$ cat config.mk
export PLATFORM = sky130hd
export DESIGN_NAME = data_memory_handler
export DESIGN_NICKNAME = d
export VERILOG_FILES = /design/src/rtl/data_memory_handler.sv
export SDC_FILE = /design/constraint.sdc
export NUM_CORES = 1
export LEC_CHECK = 0
export ABC_AREA = 1
export BUFFER_PORTS_ARGS = -buffer_cell sky130_fd_sc_hd__buf_4
export CORE_MARGIN = 5
export CORE_UTILIZATION = 40
export DETAILED_ROUTE_END_ITERATION = 16
export GPL_ROUTABILITY_DRIVEN = 0
export GPL_TIMING_DRIVEN = 0
export PLACE_DENSITY = 0.74
export RECOVER_POWER = 100
export SYNTH_ARGS = -nofsm -noshare
export SYNTH_HDL_FRONTEND = slang
export SYNTH_SLANG_ARGS = --single-unit
$ cat constraint.sdc
create_clock -name clk -period 1.5 [get_ports clk]
set_input_delay 0.225 -clock clk [delete_from_list [all_inputs] [get_ports clk]]
set_output_delay 0.225 -clock clk [all_outputs]
set_load 0.1 [all_outputs]
$ cat src/rtl/data_memory_handler.sv
// Memory-access stage: converts load/store requests into single request/acknowledge
// bus transactions, aligns byte-load data into bits [7:0] and stalls the core meanwhile.
module data_memory_handler #(
    parameter int TIMEOUT_CYCLES = 16
) (
    input  logic        clk,
    input  logic        nRst,
    input  logic        mem_read,
    input  logic        mem_write,
    input  logic        byte_access,
    input  logic [31:0] address,
    input  logic [31:0] store_data,
    input  logic        bus_ack,
    input  logic [31:0] bus_rdata,
    output logic [31:0] bus_addr,
    output logic [31:0] bus_wdata,
    output logic [3:0]  bus_sel,
    output logic        bus_read,
    output logic        bus_write,
    output logic [31:0] memory_value,
    output logic        mem_busy,
    output logic        misaligned,
    output logic        bus_timeout
);

    localparam int CNT_W = (TIMEOUT_CYCLES > 1) ? $clog2(TIMEOUT_CYCLES) : 1;
    localparam logic [CNT_W-1:0] LAST_COUNT = CNT_W'(TIMEOUT_CYCLES - 1);

    typedef enum logic [1:0] {IDLE, REQ, DONE} state_t;

    state_t           state;
    logic [CNT_W-1:0] count;
    logic [1:0]       offset;
    logic             req;

    assign req = mem_read | mem_write;

    // Gated by nRst so the stall also drops the instant reset is asserted.
    assign mem_busy = nRst & (((state == IDLE) & req) | (state == REQ));

    always_ff @(posedge clk or negedge nRst) begin
        if (!nRst) begin
            state        <= IDLE;
            count        <= '0;
            offset       <= 2'd0;
            bus_addr     <= 32'd0;
            bus_wdata    <= 32'd0;
            bus_sel      <= 4'd0;
            bus_read     <= 1'b0;
            bus_write    <= 1'b0;
            memory_value <= 32'd0;
            misaligned   <= 1'b0;
            bus_timeout  <= 1'b0;
        end else begin
            case (state)
                IDLE: begin
                    if (req) begin
                        if (!byte_access && (address[1:0] != 2'b00)) begin
                            misaligned <= 1'b1;
                            state      <= DONE;
                        end else begin
                            bus_addr  <= {address[31:2], 2'b00};
                            bus_wdata <= byte_access ? {4{store_data[7:0]}} : store_data;
                            bus_sel   <= byte_access ? (4'b0001 << address[1:0]) : 4'b1111;
                            offset    <= byte_access ? address[1:0] : 2'd0;
                            // A simultaneous read and write is treated as a store.
                            bus_write <= mem_write;
                            bus_read  <= ~mem_write;
                            count     <= '0;
                            state     <= REQ;
                        end
                    end
                end
                REQ: begin
                    if (bus_ack) begin
                        if (bus_read) begin
                            memory_value <= bus_rdata >> {offset, 3'b000};
                        end
                        bus_read  <= 1'b0;
                        bus_write <= 1'b0;
                        state     <= DONE;
                    end else if (count == LAST_COUNT) begin
                        if (bus_read) begin
                            memory_value <= 32'd0;
                        end
                        bus_read    <= 1'b0;
                        bus_write   <= 1'b0;
                        bus_timeout <= 1'b1;
                        state       <= DONE;
                    end else begin
                        count <= count + 1'b1;
                    end
                end
                DONE: begin
                    misaligned  <= 1'b0;
                    bus_timeout <= 1'b0;
                    state       <= IDLE;
                end
                default: begin
                    state <= IDLE;
                end
            endcase
        end
    end

endmodule

==> Yosys cells after proc, flatten, opt, wreduce, memory -nomap -nowiden <==
Cells that the tools add are included.
{ "op_classes": {"bitwise": 6, "mux": 31, "n_eq_ne": 10, "reduce_logical": 15, "magnitude_cmp": 0, "addsub": 1, "div_mod_pow": 0, "multipliers": 0, "shift": 2} }
{ "ops": {"columns": ["cell", "count"], "rows": [
  ["two-way mux 32 bit", 5],
  ["right shift 32 x 5 -> 32 bit", 1],
  ["two-way mux 4 bit", 5],
  ["AND reduction 3 bit", 4],
  ["two-way mux 1 bit", 10],
  ["two-way mux 2 bit", 5],
  ["nonzero test 2 bit", 5],
  ["!= test 2 bit, second input constant", 4],
  ["one-hot mux 1 bit (2 select lines)", 4],
  ["one-hot mux 4 bit (2 select lines)", 1],
  ["AND reduction 5 bit", 1],
  ["adder 4 x 1 -> 4 bit, second input constant", 1],
  ["equality test 4 bit, second input constant", 1],
  ["!= test 2 x 1 -> 1 bit, second input constant", 2],
  ["one-hot mux 2 bit (2 select lines)", 1],
  ["AND reduction 4 bit", 1],
  ["<< shifter 1 x 2 -> 4 bit, first input constant", 1],
  ["!= test 3 x 2 -> 1 bit, second input constant", 1],
  ["bitwise AND 1 bit", 2],
  ["equality test 2 x 1 -> 1 bit, second input constant", 1],
  ["equality test 2 bit, second input constant", 1],
  ["logical NOT 2 bit", 1],
  ["NOT 1 bit", 2],
  ["bitwise OR 1 bit", 2],
  ["3 further kinds", 3]
]} }
{ "word_totals": {"rom_bits": 0, "elab_cells": 76, "mem_bits_rw": 0, "memories": 0, "out_inout_bits": 105, "ff_bits": 110, "inputBits": 102, "latch_bits": 0} }

==> Longest topological paths before layout <==
Gate-level depths: netlist of run 1.
{ "logic_depth": {"ltp_word": 5, "ltp_mapped": 8, "mapped_depth_nobuf": 8} }

==> Least setup slack after synthesis of run 1 <==
OpenSTA, ideal clock, no wires.
{ "synth_timing": {"kind": "register to output", "start": "register state[1]", "end": "output port mem_busy", "required_time_ns": 1.275, "arrival_time_ns": 2.881, "n_path_buf": 0, "path_stages_with_launch": 4, "setup_slack_ns": -1.606, "path_cell_list": "dfrtp_1 -> nor2_4 -> inv_1 -> a21boi_0"} }
{ "synth_between": {"elab_chain_len": 4, "word_cells_on_any_way": 5, "classes_between": "1 x eq/ne; 3 x bitwise; 1 x reduce/logical"} }
{ "synth_lines": {"columns": ["item", "line_no", "source"], "rows": [
  ["start: declaration", "31", "state_t state;"],
  ["start signal: assignment", "43", "state <= IDLE;"],
  ["start signal: assignment", "60", "state <= DONE;"],
  ["start signal: assignment", "70", "state <= REQ;"],
  ["logical NOT 2 bit", "39", "assign mem_busy = nRst & (((state == IDLE) & req) | (state == REQ));"],
  ["bitwise AND 1 bit", "39", null],
  ["bitwise OR 1 bit (*)", "39", null],
  ["bitwise AND 1 bit (*)", "39", null],
  ["end: declaration", "21", "output logic mem_busy,"]
]} }
Mark *: on every way between the ends. The rest lies on a longest branch, timed or not.

==> Final worst setup path of run 1 <==
{ "layout_timing": {"start": "register state[0]", "end": "output port mem_busy"} }
Same word-level chain as after synthesis.

==> results_dict.tcl, run 1 <==
set metrics [dict create \
    fin_crit_ns 1.60 \
    whs_ns -0.127 \
    final_area_sq_mm 0.00780 \
    startpoint_type "flop" \
    yosysSeqAreaShare 0.537 \
    critical_path_depth 5 \
    hold_class "input port to asynchronous set/reset pin" \
    slowest_delay_ns 0.42 \
    fmax_ghz 0.626 \
    avgRoutedWirePerCell_um 15.6 \
    cts.sink_count 110 \
    path_class "flop to output pin" \
    n_fill_cell 1152 \
    grtUsageTotal 0.217 \
    ios 207 \
    grt_pass1_vias 5006 \
    fin_ws_ns -0.0962 \
    placed_area_sq_mm 0.00692 \
    cp_max_fo 5 \
    portBuffers 203 \
    areaGrowthSynthToFinish_pct 52.1 \
    final-max-slew-violation-count 0 \
    hold_buffers 1 \
    slowest_stage "dfrtp_2" \
    rrSetupSlack_ns -0.07 \
    end_kind "output pin" \
    yosysWarnings 0 \
    outcome "finished with violations" \
    path_common_cell "inv_2" \
    grt_antenna_before_repair 0 \
    ys_top_cells_by_area "dfrtp_1, nand2_1, nand3_1" \
    required_ns 1.27 \
    ant_nets 0 \
    synth_common_cells "nand2_1, dfrtp_1, nand3_1" \
    netlist_instances 670 \
    arrival_ns 1.37 \
    rsz0062_at_grt "yes" \
    nets 1021 \
    clock_latency_ns 0.35 \
    num_vias 5248 \
    yosysTopAreaCell "dfrtp_1" \
    netlist_area_sq_mm 0.00513 \
    cts.clk_slew.worst_paths_ns 0.07 \
    slew_headroom 0.390 \
    cts.path.max_buffers 2 \
    maxCapViolations 0 \
    crit_family "flip-flops" \
    cts_buffers 9 \
    grt_max_degree 92 \
    hold_violations 90 \
    grt_overflow_total 0 \
    drc 0 \
    start_util 0.406 \
    synth_flop_cell "dfrtp_1" \
    dieWidth_um 123 \
    synth.distinct_cells 27 \
    routed_wl_um 17100 \
    num_antenna_cells 0 \
    syn_area_per_cell_sq_um 7.65 \
    synth_most_common_cell "nand2_1" \
    cts_tree "yes" \
    crit_buf_inv 3 \
    timing.rr.start "state[0]" \
    synth_edf_count 0 \
    grt_pass1_wl_um 25600 \
    drt-initial-drc-count 405 \
    r2r-end "bus_addr[14]" \
    synthArstFlopShare 1.00 \
    firstDrtPassIters 5 \
    clockRootBuffer "clkbuf_16" \
    rows 41 \
    avgViaCountPerCell 4.79 \
    ys_ff_latch 110 \
    worst_pin_slew_ns 0.912 \
    cts_max_level 3 \
    netlist.area_leader.share 0.537 \
    cp_cell_sequence "inv_2 > nor2_4 > inv_2 > a21boi_4 > buf_12" \
    dieArea_sq_mm 0.0152 \
    period_share 1.06 \
    layout-drive-gt1-share 0.400 \
    violations "hold timing, setup timing" \
    finalClockSkew_ns 0.00529 \
    setup_viol 67 \
    core_area_sq_mm 0.0126 \
    reg2regPathDepth 9 \
    die_h_um 123 \
    hpwl_um 11900 \
]
==> placed cells by master, fill, tap and decap left out, drive strengths merged <==
cell type    synthesis  final
nand3               46     46
nand2              369    369
nor2                35     35
a21oi                3      3
clkinv               1      4
o211ai               1      1
inv                 24     24
o21ai               37     37
clkbuf               7     37
dfrtp              110    110
o22ai                2      2
nand4                1      1
clkinvlp             0      3
a22o                 1      1
a21boi               1      1
bufbuf               0      1
ha                   1      1
or2                  1      1
conb                 1      2
dlygate4sd3          0      1
a22oi                1      1
buf                 28    242
==> registers in the layout (all words and copies together), names as in the netlist <==
name,flops
bus_sel,4
bus_addr,30
memory_value,32
bus_read,1
offset,2
bus_wdata,32
count,4
bus_write,1
bus_timeout,1
state,2
misaligned,1
==> worst max path at each step <==
stage / from / endpoint / slack (ns)
finish: state[0] / mem_busy / -0.1
global route: state[0] / bus_wdata[23] / -0.17
CTS: state[1] / mem_busy / -0.14
detailed placement: nRst / mem_busy / -0.18
global placement: nRst / mem_busy / -0.72
floorplan: state[1] / mem_busy / -0.03
==> layer usage <==
metal | vias to the layer above | share of wire | GRT usage
li1 | 2579 | - | -
met1 | 2449 | 0.42 | 0.296
met2 | 192 | 0.48 | 0.338
met3 | 28 | 0.074 | 0.0526
met4 | 0 | 0.023 | 0.0775
met5 | - | 0 | 0
==> logic make-up (layout without fill, tap and decap cells) <==
logic type      count (synthesis)  in the layout  share of synthesized area
compound gates                 46             46                     0.0505
fa+ha+maj                       1              1                    0.00244
buf+inv                        60            312                     0.0607
flops                         110            110                      0.537
other cells                     1              2                   0.000731
simple gates                  452            452                      0.349
==> repair_timing <==
item | CTS | global route
gates cloned | 9 | 3
setup endpoints to repair | 86 | 105
endpoints found under the hold margin | 20 | 90
resized for setup | 44 | 118
pin swaps | 7 | 20
buffers inserted | 12 | 9
==> stage by stage <==
stage | utilization | setup TNS [ns] | cells | worst slack, ns
CTS | 0.601 | -3.80 | 1085 | -0.135
detailed placement | 0.548 | -1.87 | 1047 | -0.180
global route | 0.618 | -8.42 | 1095 | -0.173
finish | 0.618 | -3.43 | 1095 | -0.0962
floorplan | - | -0.0270 | 671 | -0.0270
global placement | 0.546 | -6.29 | 1046 | -0.718
==> final cells by class <==
class                           instances  area [sq um]  share of cell area
Clock inverter                          5          35.0             0.00449
Clock buffer                           11           243              0.0311
Sequential cell                       110          2760               0.353
Tap cell                              172           215              0.0276
Timing Repair inverter                  1          7.51            0.000963
Timing Repair Buffer                  237          1800               0.230
Inverter                               25           114              0.0146
Multi-Input combinational cell        501          2320               0.297
Buffer                                 33           314              0.0403
Power of run 1 is left out: the tool's default activity adds up to more than one toggle a clock period on the data nets, which glitch-free logic cannot reach.
==> run 2, diff against run 1 <==
--- a/config.mk
+++ b/config.mk
@@ -8,12 +8,12 @@
 export ABC_AREA = 1
 export BUFFER_PORTS_ARGS = -buffer_cell sky130_fd_sc_hd__buf_4
 export CORE_MARGIN = 5
-export CORE_UTILIZATION = 40
+export CORE_UTILIZATION = 45
 export DETAILED_ROUTE_END_ITERATION = 16
 export GPL_ROUTABILITY_DRIVEN = 0
 export GPL_TIMING_DRIVEN = 0
-export PLACE_DENSITY = 0.74
-export RECOVER_POWER = 100
+export PLACE_DENSITY = 0.81
+export RECOVER_POWER = 25
 export SYNTH_ARGS = -nofsm -noshare
 export SYNTH_HDL_FRONTEND = slang
 export SYNTH_SLANG_ARGS = --single-unit
==> results_dict.tcl, run 2 (synthesized netlist as in run 1, its figures left out) <==
set metrics [dict create \
    outcome "finished with violations" \
    violations "hold timing, setup timing" \
    avgRoutedWirePerCell_um 16.3 \
    n_fill_cell 873 \
    cp_max_fo 7 \
    clockRootBuffer "clkbuf_16" \
    seqCellArea_sq_mm 0.00275 \
    final_cells 1061 \
    avgViaCountPerCell 5.02 \
    cts.path.max_buffers 2 \
    path_class "flop to flop" \
    drc 0 \
    core_area_sq_mm 0.0113 \
    grt_pass1_wl_um 25100 \
    ant_nets 0 \
    hpwl_um 11600 \
    postLayoutCoreUtil 0.707 \
    placed_area_sq_mm 0.00685 \
    grtUsageTotal 0.238 \
    period_share 1.14 \
    areaGrowthSynthToFinish_pct 55.4 \
    cts.clk_slew.worst_paths_ns 0.07 \
    final_cell_mix "nand2_1, buf_4, dfrtp_1" \
    use_met2 0.367 \
    timing.rr.start "state[0]" \
    cts_tree "yes" \
    cts.sink_count 110 \
    fmax_ghz 0.583 \
    rrSetupSlack_ns -0.21 \
    cts_buffers 9 \
    dieArea_sq_mm 0.0136 \
    gr-usage-met3 0.0606 \
    grt_pass1_vias 5061 \
    use_met1 0.316 \
    setup_viol 88 \
    busiest_layer "met2" \
    grt_antenna_before_repair 0 \
    worst_pin_slew_ns 0.597 \
    end_kind "flop" \
    reg_top3 "bus_wdata (32), memory_value (32), bus_addr (30)" \
    num_vias 5330 \
    ios 207 \
    dieWidth_um 117 \
    crit_start "state[0]" \
    layout-drive-gt1-share 0.415 \
    arrival_ns 1.96 \
    startpoint_type "flop" \
    die_h_um 117 \
    firstDrtPassIters 5 \
    layout_commonest_cell "nand2_1" \
    grt_max_degree 112 \
    required_ns 1.75 \
    cp-endpoint "bus_addr[16]" \
    num_antenna_cells 0 \
    routed_wl_um 17300 \
    hold_class "input port to asynchronous set/reset pin" \
    fin_crit_ns 1.71 \
    r2r-end "bus_addr[16]" \
    cts_max_level 3 \
    slew_headroom 0.602 \
    grt_overflow_total 0 \
    nets 1018 \
    hold_violations 110 \
    portBuffers 203 \
    dp.cells 1017 \
    fin_ws_ns -0.215 \
    finalClockSkew_ns 0.00601 \
    whs_ns -0.178 \
    maxCapViolations 0 \
    final-max-slew-violation-count 0 \
    multiInputGateArea_sq_mm 0.00238 \
    drt-initial-drc-count 420 \
    rsz0062_at_grt "yes" \
    rows 39 \
    final_area_sq_mm 0.00797 \
    clock_latency_ns 0.36 \
    start_util 0.455 \
    reg2regPathDepth 10 \
]
==> run 2: cell count changes in the layout (fill, tap and decap cells not counted), moves of 7 or more <==
cell | before | now
buf_6 | 10 | 17
buf_4 | 117 | 217
buf_2 | 92 | 9
clkbuf_4 | 12 | 0
nand2_1 | 309 | 290
clkbuf_2 | 10 | 0
nand2_2 | 51 | 68
==> run 2: critical path, stage by stage (launching register included) <==
cell	delay (ns)
dfrtp_1	0.43
buf_6	0.15
nor2_4	0.09
nand2_2	0.08
buf_6	0.13
nor2_4	0.16
buf_8	0.17
clkinv_8	0.10
clkbuf_16	0.18
nand2_2	0.05
nand2_1	0.04
==> run 2: worst min-delay path by stage <==
stage	end	slack, ns	start
floorplan	bus_addr[10]	-0.07	nRst
global route	memory_value[3]	-0.13	nRst
detailed placement	bus_addr[18]	0.43	address[18]
finish	memory_value[3]	-0.18	nRst
global placement	bus_addr[26]	0.42	address[26]
CTS	memory_value[3]	-0.04	nRst
==> run 2: routing by layer <==
layer	share of wire	routed length, um	vias to the layer above
met5	0	0	-
met4	0.031	536	0
met3	0.077	1340	36
met2	0.49	8550	194
met1	0.40	6910	2539
li1	-	-	2561
==> run 2: cell type report <==
cell class                      count  area share
Sequential cell                   110       0.346
Timing Repair inverter              1     0.00141
Buffer                             35      0.0397
Multi-Input combinational cell    501       0.299
Timing Repair Buffer              232       0.243
Clock buffer                       10      0.0287
Inverter                           25      0.0140
Clock inverter                      4     0.00628
Tap cell                          143      0.0225
==> run 2: stage by stage <==
stage | hold slack, ns | setup WS (ns) | setup TNS (ns)
after floorplan | -0.0706 | -0.0270 | -0.0270
after global placement | 0.425 | -0.697 | -2.96
after detailed placement | 0.429 | -0.697 | -5.27
after CTS | -0.0384 | -0.148 | -2.00
after global routing | -0.130 | -0.292 | -18.49
final | -0.178 | -0.215 | -11.76
==> run 2: what timing repair did <==
item	in CTS	in global routing
endpoints found under the setup margin	41	107
resized for setup	43	128
endpoints found under the hold margin	110	110
buffers inserted	14	7
pin swaps	6	34
gates cloned	4	6
Power of run 2 is left out for the same reason.
